## config.mk

```make
export PLATFORM = sky130hd
export DESIGN_NAME = alu_result_tx
export DESIGN_NICKNAME = d
export VERILOG_FILES = /design/src/rtl/alu_uart_pkg.sv /design/src/rtl/bin2bcd_dd.sv /design/src/rtl/alu_result_tx.sv
export SDC_FILE = /design/constraint.sdc
export NUM_CORES = 1
export LEC_CHECK = 0
export CAP_MARGIN = 0
export CORE_MARGIN = 5
export CORE_UTILIZATION = 33
export DETAILED_ROUTE_END_ITERATION = 8
export DONT_BUFFER_PORTS = 1
export PLACE_DENSITY = 0.56
export RECOVER_POWER = 25
export SKIP_CTS_REPAIR_TIMING = 1
export SLEW_MARGIN = 15
export SYNTH_ARGS = -nofsm -noshare
export SYNTH_HDL_FRONTEND = slang
export SYNTH_HIERARCHICAL = 1
export SYNTH_SLANG_ARGS = --single-unit
```

## constraint.sdc

```tcl
create_clock -name clk -period 4.4 [get_ports clk]
set_clock_uncertainty 0.1 [all_clocks]
set_input_delay 0.88 -clock clk [delete_from_list [all_inputs] [get_ports clk]]
set_output_delay 0.88 -clock clk [all_outputs]
set_load 0.1 [all_outputs]
```

## src/rtl/alu_uart_pkg.sv

```systemverilog
// Shared constants for the UART/ALU interface: ASCII codes, ALU opcodes and
// the state encoding of the result transmit sequencer.
package alu_uart_pkg;

    localparam logic [7:0] ASCII_ZERO  = 8'd48;
    localparam logic [7:0] ASCII_MINUS = 8'd45;
    localparam logic [7:0] ASCII_CR    = 8'd13;
    localparam logic [7:0] ASCII_LF    = 8'd10;

    // Opcodes decoded by the interface FSM that drives the ALU.
    localparam logic [1:0] OP_ADD = 2'd0;
    localparam logic [1:0] OP_SUB = 2'd1;
    localparam logic [1:0] OP_AND = 2'd2;
    localparam logic [1:0] OP_OR  = 2'd3;

    typedef enum logic [2:0] {
        ST_IDLE    = 3'd0,
        ST_SIGN    = 3'd1,
        ST_CONV    = 3'd2,
        ST_EMIT    = 3'd3,
        ST_TERM_CR = 3'd4,
        ST_TERM_LF = 3'd5,
        ST_DONE    = 3'd6
    } tx_state_t;

endpackage

```

## src/rtl/bin2bcd_dd.sv

```systemverilog
// Iterative double-dabble converter: load captures an N-bit magnitude, each
// step performs one add-3/shift iteration; last flags the final iteration.
module bin2bcd_dd #(
    parameter int N = 8,
    parameter int D = 3
) (
    input  logic           clk,
    input  logic           reset,
    input  logic           load,
    input  logic [N-1:0]   load_val,
    input  logic           step,
    output logic [4*D-1:0] bcd,
    output logic           last
);

    localparam int CW = $clog2(N + 1);

    logic [N-1:0]   mag_q, mag_d;
    logic [4*D-1:0] bcd_q, bcd_d;
    logic [4*D-1:0] adj;
    logic [CW-1:0]  cnt_q, cnt_d;

    always_comb begin
        mag_d = mag_q;
        bcd_d = bcd_q;
        cnt_d = cnt_q;
        adj   = bcd_q;
        for (int i = 0; i < D; i++) begin
            if (bcd_q[4*i +: 4] >= 4'd5) begin
                adj[4*i +: 4] = bcd_q[4*i +: 4] + 4'd3;
            end
        end
        if (load) begin
            mag_d = load_val;
            bcd_d = '0;
            cnt_d = CW'(N);
        end else if (step && (cnt_q != '0)) begin
            {bcd_d, mag_d} = {adj, mag_q} << 1;
            cnt_d          = cnt_q - 1'b1;
        end
    end

    always_ff @(posedge clk) begin
        if (!reset) begin
            mag_q <= '0;
            bcd_q <= '0;
            cnt_q <= '0;
        end else begin
            mag_q <= mag_d;
            bcd_q <= bcd_d;
            cnt_q <= cnt_d;
        end
    end

    assign bcd  = bcd_q;
    // High during the iteration that brings the counter to zero.
    assign last = (cnt_q == CW'(1));

endmodule

```

## src/rtl/alu_result_tx.sv

```systemverilog
// Converts a captured ALU result to decimal ASCII (optional sign, CR/LF) and
// streams it into the UART TX FIFO, stalling on tx_full.
module alu_result_tx
    import alu_uart_pkg::*;
#(
    parameter int N      = 8,
    parameter int D      = 3,
    parameter int SIGNED = 0,
    parameter int CRLF   = 1
) (
    input  logic         clk,
    input  logic         reset,
    input  logic         start,
    input  logic [N-1:0] alu_in,
    input  logic         tx_full,
    output logic         wr_uart,
    output logic [7:0]   uart_out,
    output logic         busy,
    output logic         done,
    output logic [2:0]   dbg_state
);

    localparam int KW = (D > 1) ? $clog2(D) : 1;

    // Handshake: a byte transfers in every cycle where wr_uart=1; wr_uart is
    // only raised when tx_full=0, and uart_out is stable until it transfers.

    tx_state_t      state_q, state_d;
    logic [KW-1:0]  k_q, k_d;
    logic           emitted_q, emitted_d;

    logic           load, step, last, neg_in;
    logic [N-1:0]   load_val;
    logic [4*D-1:0] bcd;
    logic [3:0]     digit;

    bin2bcd_dd #(.N(N), .D(D)) u_bcd (
        .clk      (clk),
        .reset    (reset),
        .load     (load),
        .load_val (load_val),
        .step     (step),
        .bcd      (bcd),
        .last     (last)
    );

    assign neg_in   = (SIGNED != 0) && alu_in[N-1];
    assign load_val = neg_in ? (~alu_in + 1'b1) : alu_in;
    assign digit    = bcd[{k_q, 2'b00} +: 4];

    always_comb begin
        state_d   = state_q;
        k_d       = k_q;
        emitted_d = emitted_q;
        wr_uart   = 1'b0;
        uart_out  = 8'd0;
        done      = 1'b0;
        load      = 1'b0;
        step      = 1'b0;
        case (state_q)
            ST_IDLE: begin
                if (start) begin
                    load      = 1'b1;
                    k_d       = KW'(D - 1);
                    emitted_d = 1'b0;
                    state_d   = neg_in ? ST_SIGN : ST_CONV;
                end
            end
            ST_SIGN: begin
                uart_out = ASCII_MINUS;
                wr_uart  = ~tx_full;
                if (!tx_full) state_d = ST_CONV;
            end
            ST_CONV: begin
                step = 1'b1;
                if (last) state_d = ST_EMIT;
            end
            ST_EMIT: begin
                // Leading zeros cost one silent cycle each; digit 0 always prints.
                if (!emitted_q && (digit == 4'd0) && (k_q != '0)) begin
                    k_d = k_q - 1'b1;
                end else begin
                    uart_out = ASCII_ZERO + {4'h0, digit};
                    wr_uart  = ~tx_full;
                    if (!tx_full) begin
                        emitted_d = 1'b1;
                        if (k_q == '0) state_d = (CRLF != 0) ? ST_TERM_CR : ST_DONE;
                        else           k_d     = k_q - 1'b1;
                    end
                end
            end
            ST_TERM_CR: begin
                uart_out = ASCII_CR;
                wr_uart  = ~tx_full;
                if (!tx_full) state_d = ST_TERM_LF;
            end
            ST_TERM_LF: begin
                uart_out = ASCII_LF;
                wr_uart  = ~tx_full;
                if (!tx_full) state_d = ST_DONE;
            end
            ST_DONE: begin
                done    = 1'b1;
                state_d = ST_IDLE;
            end
            default: state_d = ST_IDLE;
        endcase
    end

    always_ff @(posedge clk) begin
        if (!reset) begin
            state_q   <= ST_IDLE;
            k_q       <= '0;
            emitted_q <= 1'b0;
        end else begin
            state_q   <= state_d;
            k_q       <= k_d;
            emitted_q <= emitted_d;
        end
    end

    assign busy      = (state_q != ST_IDLE) && (state_q != ST_DONE);
    assign dbg_state = state_q;

endmodule

```

==> flow_summary_export.csv <==
group,metric,value,unit
die,core_area,5610,um^2
global_route,gr-usage-met3,3.33,%
detailed_routing,vias_per_cell,5.23,
critical_path,rr_worst_depth,6,
cts,tritoncts,"done",
sta,fin_crit_sh,84.4,%
sta,finalCriticalPeriod,3.72,ns
cells_and_area,drive_above_1_share,13.0,%
cells_and_area,fill_cells,609,
outcome,status,"finished, violations left",
yosys,synth_cell_types,50,
sta,setup-violations-final,0,
yosys,synth.area.mux_share,4.35,%
yosys,syn-mean-instance-area,8.04,um^2
detailed_routing,drc,0,
yosys,synth-xor-area-share,1.36,%
sta,fmax,269,MHz
yosys,synth_top_family_by_area,"simple AND/OR/NAND/NOR gates",
sta,worst_slack,0.685,ns
detailed_routing,drtIter0Drc,91,
cells_and_area,layout.nets,268,
power_and_ir_drop,power.density,539,nW/um^2
cts,clock-sinks,30,
critical_path,cp_slowest_stage_delay,1.24,ns
critical_path,cp_max_fo,16,
cts,clockBufferDepth,2,
detailed_routing,first_pass_iters,4,
critical_path,worstPathRequired,3.42,ns
cts,numCtsBuffers,5,
outcome,violations,"max-capacitance violations, max-slew violations",
die,die_h,86.5,um
yosys,synth_adder_area_share,6.49,%
critical_path,timing.rr.end,"u_bcd/bcd[4]",
placed_design,place_ws,1.23,ns
cells_and_area,final_cell_mix,"dfxtp_1, nand2_1, o21ai_0, nor2_1, inv_1",
yosys,synth_area_leaders,"dfxtp_1, ha_1, o21ai_0, nand2_1, a21oi_1",
global_route,grtUsageMet2,17.5,%
die,rows,27,
power_and_ir_drop,ir_drop,0.000329,V
detailed_routing,wl,4170,um
sta,tightestPinTransition,1.73,ns
global_route,grt_max_degree,22,
placed_design,port_buffers,0,
min_path,whs_endpoint,"u_bcd/bcd[0]",
sta,rsz0062_at_grt,"false",
global_route,gr-total-overflow,0,
yosys,synth_compound_area_share,23.5,%
critical_path,crit_type,"flip-flop to output port",
cts,root_buffer,"clkbuf_8",
yosys,synth_top_area_cell,"dfxtp_1",
critical_path,cpMaxStageDelayCell,"clkbuf_1",
critical_path,reg2reg_slack,0.88,ns
cts,ctsHtreeMaxLevel,2,
die,io_pins,26,
cts,clock_latency,0.27,ns
cells_and_area,area.sequential,601,um^2
global_route,grt.total_usage,11.4,%
cells_and_area,finish.utilization,37.6,%
cells_and_area,multiInputGateArea,1200,um^2
min_path,hold_path.class,"flip-flop to flip-flop",
power_and_ir_drop,p_leak,0.736,nW
cells_and_area,final_common_cell,"dfxtp_1",
yosys,synth_edf_count,0,
cells_and_area,n_antenna_cell,0,
sta,hold_viol,0,
flow_run,cap_violations,1,
die,chipWidth,86.5,um
yosys,synthFlopType,"dfxtp_1",
yosys,synth-simple-area-share,25.2,%
detailed_routing,via_count,1662,
yosys,syn-cell-area,1930,um^2
die,dieArea,7480,um^2
cells_and_area,syn2layout_area_growth,9.40,%
global_route,grt_pass1_vias,1535,
global_route,grt-busiest-layer,"met2",
critical_path,arrival,2.74,ns
min_path,hold_depth,2,
critical_path,path_cells,"clkbuf_1 > nor2_1 > nor3_4 > buf_4",
yosys,yosysWarnings,6,
yosys,ys_ff_latch,30,
sta,max_slew_margin,-15.2,%
sta,fin_tns_setup,0,ns
detailed_routing,ant_nets,0,
min_path,hold_start,"u_bcd/mag_q[7]",
critical_path,end_kind,"output port",
die,initial_utilization,34.4,%
global_route,grt_first_pass_wirelength,6990,um
global_route,antenna_found_initial,0,
placed_design,gp_congestion,0.848,
yosys,yosysSeqAreaShare,31.1,%
sta,drv_slew,16,
critical_path,rr_startpoint,"dbg_state[0]",
yosys,synthArstFlopShare,0,%
cts,clk_pin_slew,0.06,ns
critical_path,worstSetupStartpointType,"flip-flop",
placed_design,hpwl,3000,um
global_route,use_met1,15.3,%
yosys,syn_inst,240,
yosys,yosysTopAreaCellShare,31.1,%
detailed_routing,wl_per_cell,13.1,um
through the flow:
step	cells	instance area (um^2)	hold slack (ns)	total power, mW
floorplan	241	1940	0.332	0.863
global placement	311	2050	0.344	0.946
detailed placement	311	2050	0.354	0.949
CTS	318	2130	0.363	1.16
global route	318	2110	0.384	1.21
finish	318	2110	0.363	1.14
worst max path at each step:
stage,endpoint,cells past startpoint,from
6_report,wr_uart,4,dbg_state[0]
5_1_grt,wr_uart,4,dbg_state[0]
4_1_cts,wr_uart,8,k_q[0]
3_5_place_dp,wr_uart,8,k_q[0]
3_3_place_gp,wr_uart,8,k_q[0]
2_1_floorplan,uart_out[1],4,dbg_state[1]
where the power goes:
part | internal (mW) | switching [mW] | total (mW)
sequential | 0.319 | 0.0479 | 0.367
clock | 0.109 | 0.0949 | 0.204
combinational | 0.160 | 0.407 | 0.566
total | 0.587 | 0.550 | 1.14
critical path: cells and delay by family (launching register included):
kind | cells | cell delay [ns]
buffers and inverters | 2 | 1.55
DFF | 1 | 0.32
and+or+nand+nor | 2 | 0.59
cell families (layout without fill, tap and decap cells):
kind of cell	count (synthesis)	in the layout
and+or+nand+nor	90	90
AOI/OAI and AO/OA	69	69
DFF	30	30
buffers and inverters	29	34
adders and majority gates	10	10
muxes	8	8
xor gates and xnor gates	3	3
other	1	2
Yosys cell counts, types with 3 or more instances:
| cell type | number |
|---|---|
| inv_1 | 14 |
| nand3_1 | 9 |
| ha_1 | 10 |
| buf_4 | 3 |
| nor3b_1 | 4 |
| mux2_2 | 3 |
| nor3_1 | 5 |
| nor2_1 | 16 |
| clkbuf_1 | 7 |
| a21oi_1 | 14 |
| and2_1 | 5 |
| o31ai_1 | 3 |
| nand2b_1 | 7 |
| o2bb2ai_2 | 3 |
| a31oi_1 | 9 |
| o21a_1 | 4 |
| dfxtp_1 | 30 |
| mux2i_1 | 5 |
| o21ai_0 | 22 |
| nand2_1 | 26 |
| nor2b_1 | 3 |
sequential cells by signal, indices dropped and copies added, names as in the netlist:
| register | count |
|---|---|
| k_q | 2 |
| u_bcd/cnt_q | 4 |
| emitted_q | 1 |
| dbg_state | 3 |
| u_bcd/bcd | 12 |
| u_bcd/mag_q | 8 |
layout make-up:
type	instances	area share, %
Tap cell	72	4.27
Sequential cell	30	28.5
Clock buffer	7	3.62
Inverter	14	2.49
Multi-Input combinational cell	182	56.9
Timing Repair Buffer	13	4.27
per-layer routing:
| metal | up-vias | wire [um] |
|---|---|---|
| li1 | 850 | - |
| met1 | 773 | 2140 |
| met2 | 34 | 1740 |
| met3 | 5 | 247 |
| met4 | 0 | 40 |
| met5 | - | 0 |
Power figures use the tool's default switching activity.
